**src/rtl/geofence_sched.sv**
```systemverilog
`timescale 1ns/1ps
// Geofence sequencing core: loads an object point plus N_AP anchors, sorts the anchors by angle
// around anchor 1, then tests the object against every polygon edge using a shared cross-product unit.
module geofence_sched #(
  parameter int N_AP = 6,
  parameter int CW   = 10
) (
  input  logic                 clk,
  input  logic                 reset,
  input  logic [CW-1:0]        X,
  input  logic [CW-1:0]        Y,
  output logic                 valid,
  output logic                 is_inside,
  output logic                 cp_req,
  output logic signed [CW:0]   cp_ax,
  output logic signed [CW:0]   cp_ay,
  output logic signed [CW:0]   cp_bx,
  output logic signed [CW:0]   cp_by,
  input  logic                 cp_ack,
  input  logic                 cp_neg,
  input  logic                 cp_zero
);

  localparam int NP = N_AP + 1;
  localparam int IW = $clog2(N_AP + 2);

  localparam logic [1:0] S_LOAD = 2'd0;
  localparam logic [1:0] S_SORT = 2'd1;
  localparam logic [1:0] S_TEST = 2'd2;
  localparam logic [1:0] S_DONE = 2'd3;

  logic [1:0]          state;
  logic [IW-1:0]       cnt, idx, pass, k;
  logic                first_neg, same_ok, zero_seen;
  logic signed [CW:0]  px [NP];
  logic signed [CW:0]  py [NP];

  // Operand selection: A = P[ia] - P[ic], B = P[ib] - P[ic]
  logic [IW-1:0]       ia, ib, ic, idx_n;
  logic signed [CW:0]  ax_n, ay_n, bx_n, by_n;

  always_comb begin
    idx_n = idx + 1'b1;
    ia    = idx;
    ib    = idx_n;
    ic    = IW'(1);
    if (state == S_TEST) begin
      ia = (k == IW'(N_AP)) ? IW'(1) : k + 1'b1;
      ib = '0;
      ic = k;
    end
    ax_n = px[ia] - px[ic];
    ay_n = py[ia] - py[ic];
    bx_n = px[ib] - px[ic];
    by_n = py[ib] - py[ic];
  end

  always_ff @(posedge clk or negedge reset) begin
    if (!reset) begin
      state     <= S_LOAD;
      cnt       <= '0;
      idx       <= '0;
      pass      <= '0;
      k         <= '0;
      first_neg <= 1'b0;
      same_ok   <= 1'b0;
      zero_seen <= 1'b0;
      valid     <= 1'b0;
      is_inside <= 1'b0;
      cp_req    <= 1'b0;
      cp_ax     <= '0;
      cp_ay     <= '0;
      cp_bx     <= '0;
      cp_by     <= '0;
      for (int j = 0; j < NP; j++) begin
        px[j] <= '0;
        py[j] <= '0;
      end
    end else begin
      valid <= 1'b0;
      case (state)
        // DONE doubles as the first LOAD cycle of the next object
        S_LOAD, S_DONE: begin
          px[cnt] <= {1'b0, X};
          py[cnt] <= {1'b0, Y};
          if (cnt == IW'(N_AP)) begin
            cnt   <= '0;
            idx   <= IW'(2);
            pass  <= '0;
            state <= S_SORT;
          end else begin
            cnt   <= cnt + 1'b1;
            state <= S_LOAD;
          end
        end
        S_SORT, S_TEST: begin
          if (!cp_req) begin
            cp_req <= 1'b1;
            cp_ax  <= ax_n;
            cp_ay  <= ay_n;
            cp_bx  <= bx_n;
            cp_by  <= by_n;
          end else if (cp_ack) begin
            cp_req <= 1'b0;
            if (state == S_SORT) begin
              if (cp_neg) begin
                px[idx]   <= px[idx_n];
                py[idx]   <= py[idx_n];
                px[idx_n] <= px[idx];
                py[idx_n] <= py[idx];
              end
              if (idx == IW'(N_AP - 1)) begin
                idx <= IW'(2);
                if (pass == IW'(N_AP - 3)) begin
                  k     <= IW'(1);
                  state <= S_TEST;
                end else begin
                  pass <= pass + 1'b1;
                end
              end else begin
                idx <= idx_n;
              end
            end else begin
              if (k == IW'(1)) begin
                first_neg <= cp_neg;
                same_ok   <= 1'b1;
                zero_seen <= cp_zero;
              end else begin
                same_ok   <= same_ok && (cp_neg == first_neg);
                zero_seen <= zero_seen || cp_zero;
              end
              if (k == IW'(N_AP)) begin
                valid     <= 1'b1;
                is_inside <= same_ok && (cp_neg == first_neg) && !zero_seen && !cp_zero;
                state     <= S_DONE;
              end else begin
                k <= k + 1'b1;
              end
            end
          end
        end
        default: state <= S_LOAD;
      endcase
    end
  end

endmodule

```
**config.mk**
```make
export PLATFORM = sky130hd
export DESIGN_NAME = geofence_sched
export DESIGN_NICKNAME = d
export VERILOG_FILES = /design/src/rtl/geofence_sched.sv
export SDC_FILE = /design/constraint.sdc
export NUM_CORES = 1
export LEC_CHECK = 0
export BUFFER_PORTS_ARGS = -buffer_cell sky130_fd_sc_hd__buf_4
export CORE_MARGIN = 5
export CORE_UTILIZATION = 55
export DETAILED_ROUTE_END_ITERATION = 7
export PLACE_DENSITY = 0.72
export SYNTH_ARGS = -nofsm -noshare
export SYNTH_HDL_FRONTEND = slang
export SYNTH_SLANG_ARGS = --single-unit
```
**constraint.sdc**
```tcl
create_clock -name clk -period 14.5 [get_ports clk]
set_clock_uncertainty 0.2 [all_clocks]
set_input_delay 1.45 -clock clk [delete_from_list [all_inputs] [get_ports clk]]
set_output_delay 1.45 -clock clk [all_outputs]
set_load 0.05 [all_outputs]
```
==> impl_results.md, run 1 <==
- Status: complete, no violations
- Worst-Margin Slew: 1.261 ns
- Final ANT Viol Nets: 0
- Num CTS Buffers: 27
- Clock sink count: 218
- Register area: 5463 um2
- Crit Path Max Fanout: 66
- Seq/Total Area, Yosys: 28.17%
- Post-synth EDFFs: 0
- Max Cap Viol: 0
- Total GRT Usage: 40.67%
- Syn_nets: 2562
- Root buf cell: clkbuf_16
- First-pass GRT wire length: 124.0 mm
- Cells after synthesis: 2483
- Met1 wire length: 31.29 mm
- Endpoints failing setup: 0
- Crit. End Element: flop
- Min-delay worst type: flop to flop
- Slew margin rel.: 15.76%
- Final nets: 2508
- Setup TNS: 0 ns
- Share of layout cells above drive strength 1: 13.07%
- Library cells used by synthesis: 89
- CTS tree: done
- Hold Vio Cnt, Final: 0
- N_diodes: 0
- Post-CTS Setup Repair Bufs: 0
- Post-synthesis async set-or-reset flop share: 100.0%
- Clock slew at reported path FFs: 0.06 ns
- Fillers: 3197
- CTS H-tree depth: 1
- Mapped cell area: 19360 um2
- Required @ worst endpoint: 14.81 ns
- Cts repair resizes: 0
- P&R area growth vs syn: 7.838%
- Skew-Pair Late Insertion Delay: 0.59 ns
- Post-layout minimum cycle time: 6.606 ns
- Syn_area_per_cell: 7.798 um2
- Area occupied by multi-input gates: 12880 um2
- Rows: 68
- Hold Crit Depth: 2
- Fmax: 151.4 MHz
- Flops & latches, synth: 218
- Total congestion overflow: 0
- Vias in the first global route: 19970
- Vias: 21110
- DP HPWL: 56.07 mm
- Ranking of synthesized cells by area: dfrtp_1 (28%), nand2_1 (9.3%), o21ai_0 (5.7%), a22oi_1 (5.0%), a21oi_1 (4.3%)
- Worst r2r path cells: 17
- CTS Buffer Depth: 3
- Crit path DAT: 6.91 ns
- Synth area leader: dfrtp_1
- DRC: 0
- Unrepaired setup endpoints after global routing: false
- Routed wl met3: 14.51 mm
- Part of the cycle the worst path needs: 45.56%
- IO Count: 72
- Placed instance area: 20020 um2
- Routed length per instance: 28.29 um
- Share of the synthesized area in the top cell type: 28.17%
- Cts hold-fix bufs: 0
- DR top layer: met4
- I/O Buffers: 71
- YS warnings: 0
- Final Max Slew Viols: 0
- Die H: 197.6 um
- Routed vias/inst: 7.269
- Die ar.: 39060 um2
- Most numerous cell in the Yosys netlist: nand2_1
- Largest net degree at the start of global routing: 102
- Met2 wire length: 32.33 mm
- CP Launch Type: flop
- Initial antenna violation count: 0
- Die width: 197.6 um
- Post-route cell area: 20880 um2
- Core area: 34630 um2
- Starting DRT DRC Count: 3363
- Initial Util: 55.92%
- DRT Wirelength: 82.16 mm
- Main synth FF type: dfrtp_1
- Synth cell count leaders: nand2_1 (480), o21ai_0 (222), dfrtp_1 (218)
- Routability congestion estimate: 1.029
- Initial DRT Pass Iterations: 7
- Crit path kind: flop to flop
==> worst max-delay path: stages (launching register included) <==
cell,delay [ns]
dfrtp_2,0.34
buf_4,0.48
clkinv_1,0.69
ha_1,0.49
or3b_1,0.43
a31oi_4,0.16
buf_4,0.54
and2_1,0.69
a21oi_1,0.15
o21ai_0,0.19
ha_1,0.30
a211oi_1,0.24
nor2_1,0.12
nor4_1,0.28
nor3_1,0.11
a2111oi_0,0.47
xnor3_1,0.47
o21ai_1,0.12
==> metrics by stage <==
stage / setup slack, ns / cells / hold WS (ns) / util (%)
floorplan: 9.519 / 2483 / 0.2447 / -
global placement: 8.290 / 2855 / 0.2588 / 57.82
detailed placement: 8.008 / 2855 / 0.2707 / 57.82
CTS: 7.988 / 2904 / 0.2838 / 60.30
global route: 7.474 / 2904 / 0.2984 / 60.30
finish: 7.894 / 2904 / 0.2766 / 60.30
==> final cells by class <==
class	instances	share of cell area, %
Multi-Input combinational cell	2023	61.69
Sequential cell	218	26.16
Timing Repair Buffer	134	4.853
Clock buffer	40	3.757
Tap cell	455	2.726
Inverter	25	0.4494
Clock inverter	9	0.3655
==> kinds of logic (layout without fill, tap and decap cells) <==
family	after synthesis	in the layout	share of synthesized area, %
AOI/OAI and AO/OA	949	949	33.39
and+or+nand+nor	852	852	19.07
buffers and inverters	242	208	5.828
DFF	218	218	28.17
muxes	137	137	8.213
adders and majority gates	54	54	3.644
xor gates and xnor gates	31	31	1.680
==> state kept, by name, indices dropped and copies added (netlist names) <==
name	count
cp_bx	11
cp_ay	11
pass	3
first_neg	1
cp_ax	11
px	77
state	2
cnt	3
cp_req	1
cp_by	11
py	77
same_ok	1
zero_seen	1
valid	1
is_inside	1
k	3
idx	3
==> cell usage in the layout, fill, tap and decap left out, types with 13 or more instances in the layout <==
| cell type | instances |
|---|---|
| nor2b_1 | 37 |
| mux2i_1 | 70 |
| nand2b_1 | 22 |
| o211ai_1 | 52 |
| inv_1 | 21 |
| a2bb2oi_1 | 13 |
| o22ai_1 | 36 |
| nor2_1 | 139 |
| nand3_1 | 86 |
| dfrtp_1 | 214 |
| o21ai_0 | 220 |
| o2bb2ai_1 | 13 |
| a31oi_1 | 35 |
| o21a_1 | 15 |
| o221ai_1 | 14 |
| ha_1 | 48 |
| mux2_2 | 55 |
| a221oi_1 | 17 |
| o21ai_1 | 28 |
| o31ai_1 | 23 |
| and3_1 | 18 |
| nand2_1 | 480 |
| nor3_1 | 17 |
| and2_1 | 14 |
| a21oi_1 | 167 |
| a211oi_1 | 32 |
| o22a_1 | 46 |
| buf_4 | 133 |
| clkbuf_16 | 27 |
| a22oi_1 | 128 |
| a22o_1 | 35 |
| xnor2_1 | 17 |
==> layer usage <==
metal	vias up	track usage, %
li1	9081	-
met1	9806	57.48
met2	1849	55.64
met3	374	15.50
met4	0	16.86
met5	-	0.1235
==> worst paths after layout <==
check	startpoint	endpoint	slack [ns]
setup / recovery	k[0]$_DFFE_PN0P_	cp_ax[10]$_DFFE_PN0P_	7.89
hold / removal	cp_by[7]$_DFFE_PN0P_	cp_by[7]$_DFFE_PN0P_	0.28
setup reg to reg	k[0]$_DFFE_PN0P_	cp_ax[10]$_DFFE_PN0P_	7.89
hold reg to reg	cp_by[7]$_DFFE_PN0P_	cp_by[7]$_DFFE_PN0P_	0.28
max in group asynchronous	reset	idx[0]$_DFFE_PN0P_	11.70
min in group asynchronous	reset	cp_bx[10]$_DFFE_PN0P_	0.72
Power of run 1 is not shown: default switching activity piles up to over one toggle a cycle in this logic, so the estimate is an artifact.
==> run 2: changes to the inputs <==
clock period = 6.85 ns   (was 14.5 ns; I/O delays follow)
==> run 2 against run 1 <==
  * The flow now finishes with violations (DRC)
  * Count of clock-buffer cells in the layout is 1 higher
  * Critical path depth up 2
  * Die area stayed put
  * Utilization up 0.22 points
  * Via count shrank 1.1%
  * Flip-flop and latch count did not move
==> impl_results.md, run 2 (same netlist as run 1, synthesis figures left out) <==
- Die width: 197.6 um (unchanged)
- Crit. End Element: flop
- Core area: 34630 um2 (unchanged)
- Hold Startpoint: cp_zero
- Min-delay worst type: input pin to flop
- Slew margin rel.: 23.29% (+7.5 points)
- Starting DRT DRC Count: 3361 (-0.059%)
- Final nets: 2513 (+0.20%)
- Rows: 68 (unchanged)
- Clock slew at reported path FFs: 0.06 ns (about the same)
- Total GRT Usage: 41.17% (+0.50 points)
- Fmax: 182.1 MHz (+20%)
- Clock sink count: 218 (unchanged)
- Post-CTS Setup Repair Bufs: 0 (unchanged)
- Register area: 5463 um2 (unchanged)
- Top flop regs: px x77, py x77
- Vias in the first global route: 19840 (-0.65%)
- Die H: 197.6 um (unchanged)
- Root buf cell: clkbuf_16
- CP startpoint: k[0]$_DFFE_PN0P_
- Final hold slack: 0.1438 ns (-0.1328 ns)
- Met1 wire length: 32.41 mm (+3.6%)
- Most common cell after layout, fill and taps aside: nand2_1
- Setup TNS: 0 ns (unchanged)
- Initial antenna violation count: 0 (unchanged)
- Routed wl met3: 13.93 mm (-4.0%)
- N_diodes: 0 (unchanged)
- Worst-Margin Slew: 1.148 ns (-0.1127 ns)
- Met2 wire length: 32.74 mm (+1.3%)
- Vias: 20890 (-1.1%)
- CTS tree: done
- Initial Util: 55.92% (unchanged)
- Routed length per instance: 28.55 um (+0.92%)
- DRT Wirelength: 82.98 mm (+0.99%)
- Crit path DAT: 5.80 ns (-1.11 ns)
- Crit Path Max Fanout: 32 (-52%)
- CP Launch Type: flop
- Max Cap Viol: 0 (unchanged)
- Most frequent cells in the layout: nand2_1 (480), o21ai_0 (220), dfrtp_1 (214)
- Status: complete, but fails checks
- Total congestion overflow: 0 (unchanged)
- Skew-Pair Late Insertion Delay: 0.59 ns (about the same)
- Routability congestion estimate: 1.003 (-2.5%)
- Share of layout cells above drive strength 1: 13.10% (+0.030 points)
- CTS H-tree depth: 1 (unchanged)
- Reg-to-Reg Start: k[0]$_DFFE_PN0P_
- DP HPWL: 57.00 mm (+1.7%)
- Final ANT Viol Nets: 0 (unchanged)
- DRC: 19 (+19)
- Area occupied by multi-input gates: 12880 um2 (about the same)
- Largest net degree at the start of global routing: 170 (+67%)
- DR top layer: met4
- Part of the cycle the worst path needs: 80.18% (+35 points)
- Hold Vio Cnt, Final: 0 (unchanged)
- IO Count: 72 (unchanged)
- Post-layout minimum cycle time: 5.492 ns (-1.114 ns)
- P&R area growth vs syn: 8.232%
- Num CTS Buffers: 27 (unchanged)
- Endpoints failing setup: 0 (unchanged)
- Fillers: 3169 (-0.88%)
- Crit path kind: flop to flop
- Final Max Slew Viols: 0 (unchanged)
- Routed vias/inst: 7.187 (-1.1%)
- Die ar.: 39060 um2 (unchanged)
- I/O Buffers: 71 (unchanged)
- CTS Buffer Depth: 3 (unchanged)
- Initial DRT Pass Iterations: 8 (+1)
- Required @ worst endpoint: 7.16 ns (-7.65 ns)
- Unrepaired setup endpoints after global routing: false
- First-pass GRT wire length: 124.6 mm (+0.45%)
- Failing checks: DRC
==> run 2: changes by cell type in the layout (fill, tap and decap cells not counted), sizes merged <==
cell,previous run,this run
clkinv,7,3
clkbuf,40,41
dlygate4sd3,0,1
clkinvlp,1,0
buf,134,138
bufinv,1,2
==> run 2: per-layer routing <==
metal  up-vias  track usage [%]
met5         -                0
met2      1735            57.57
met4         0            14.92
li1       9087                -
met3       324            16.22
met1      9739            57.69
==> run 2: path summary, 6_finish.rpt <==
| kind | slack [ns] | end | depth (start not counted) |
|---|---|---|---|
| setup / recovery | 1.36 | cp_ax[10]$_DFFE_PN0P_ | 19 |
| min in group asynchronous | 0.38 | cp_bx[7]$_DFFE_PN0P_ | 2 |
| max in group asynchronous | 4.70 | py[51]$_DFFE_PN0P_ | 3 |
| hold / removal | 0.14 | zero_seen$_DFFE_PN0P_ | 2 |
| hold reg to reg | 0.28 | cp_ax[6]$_DFFE_PN0P_ | 2 |
| setup reg to reg | 1.36 | cp_ax[10]$_DFFE_PN0P_ | 19 |
==> run 2: area by class of cell <==
| class | count | share of cell area [%] |
|---|---|---|
| inverter | 25 | 0.4478 |
| tap | 455 | 2.716 |
| clock buffer | 41 | 3.761 |
| timing repair buffer | 139 | 5.087 |
| sequential | 218 | 26.07 |
| multi-input combinational | 2023 | 61.47 |
| clock inverter | 5 | 0.4478 |
==> run 2: worst max-delay path, cell delays in order (launching register included) <==
cell       delay, ns
dfrtp_2         0.40
clkinv_1        0.05
buf_4           0.24
ha_1            0.25
nand2_1         0.18
a31o_2          0.53
and2_1          0.54
a21oi_1         0.26
nor2_1          0.06
a21oi_1         0.19
ha_1            0.20
inv_1           0.07
fa_1            0.47
a211oi_1        0.26
nor2_1          0.11
nor4_1          0.29
nor3_1          0.10
a2111oi_0       0.41
xnor3_1         0.47
o21ai_1         0.12
==> run 2: through the flow <==
stage / instance area [um2] / std cells / setup slack (ns) / utilization (%)
floorplan: 19360 / 2483 / 1.869 / -
global placement: 20070 / 2859 / 1.523 / 57.95
detailed placement: 20070 / 2859 / 1.447 / 57.95
CTS: 20960 / 2906 / 1.422 / 60.52
global route: 20960 / 2906 / 0.9071 / 60.52
finish: 20960 / 2906 / 1.358 / 60.52
==> run 2: repair_timing <==
action | CTS | global route
resized for setup | 0 | 0
endpoints found under the hold margin | 49 | 0
hold buffers | 1 | 0
Power of run 2 is left out for the same reason.
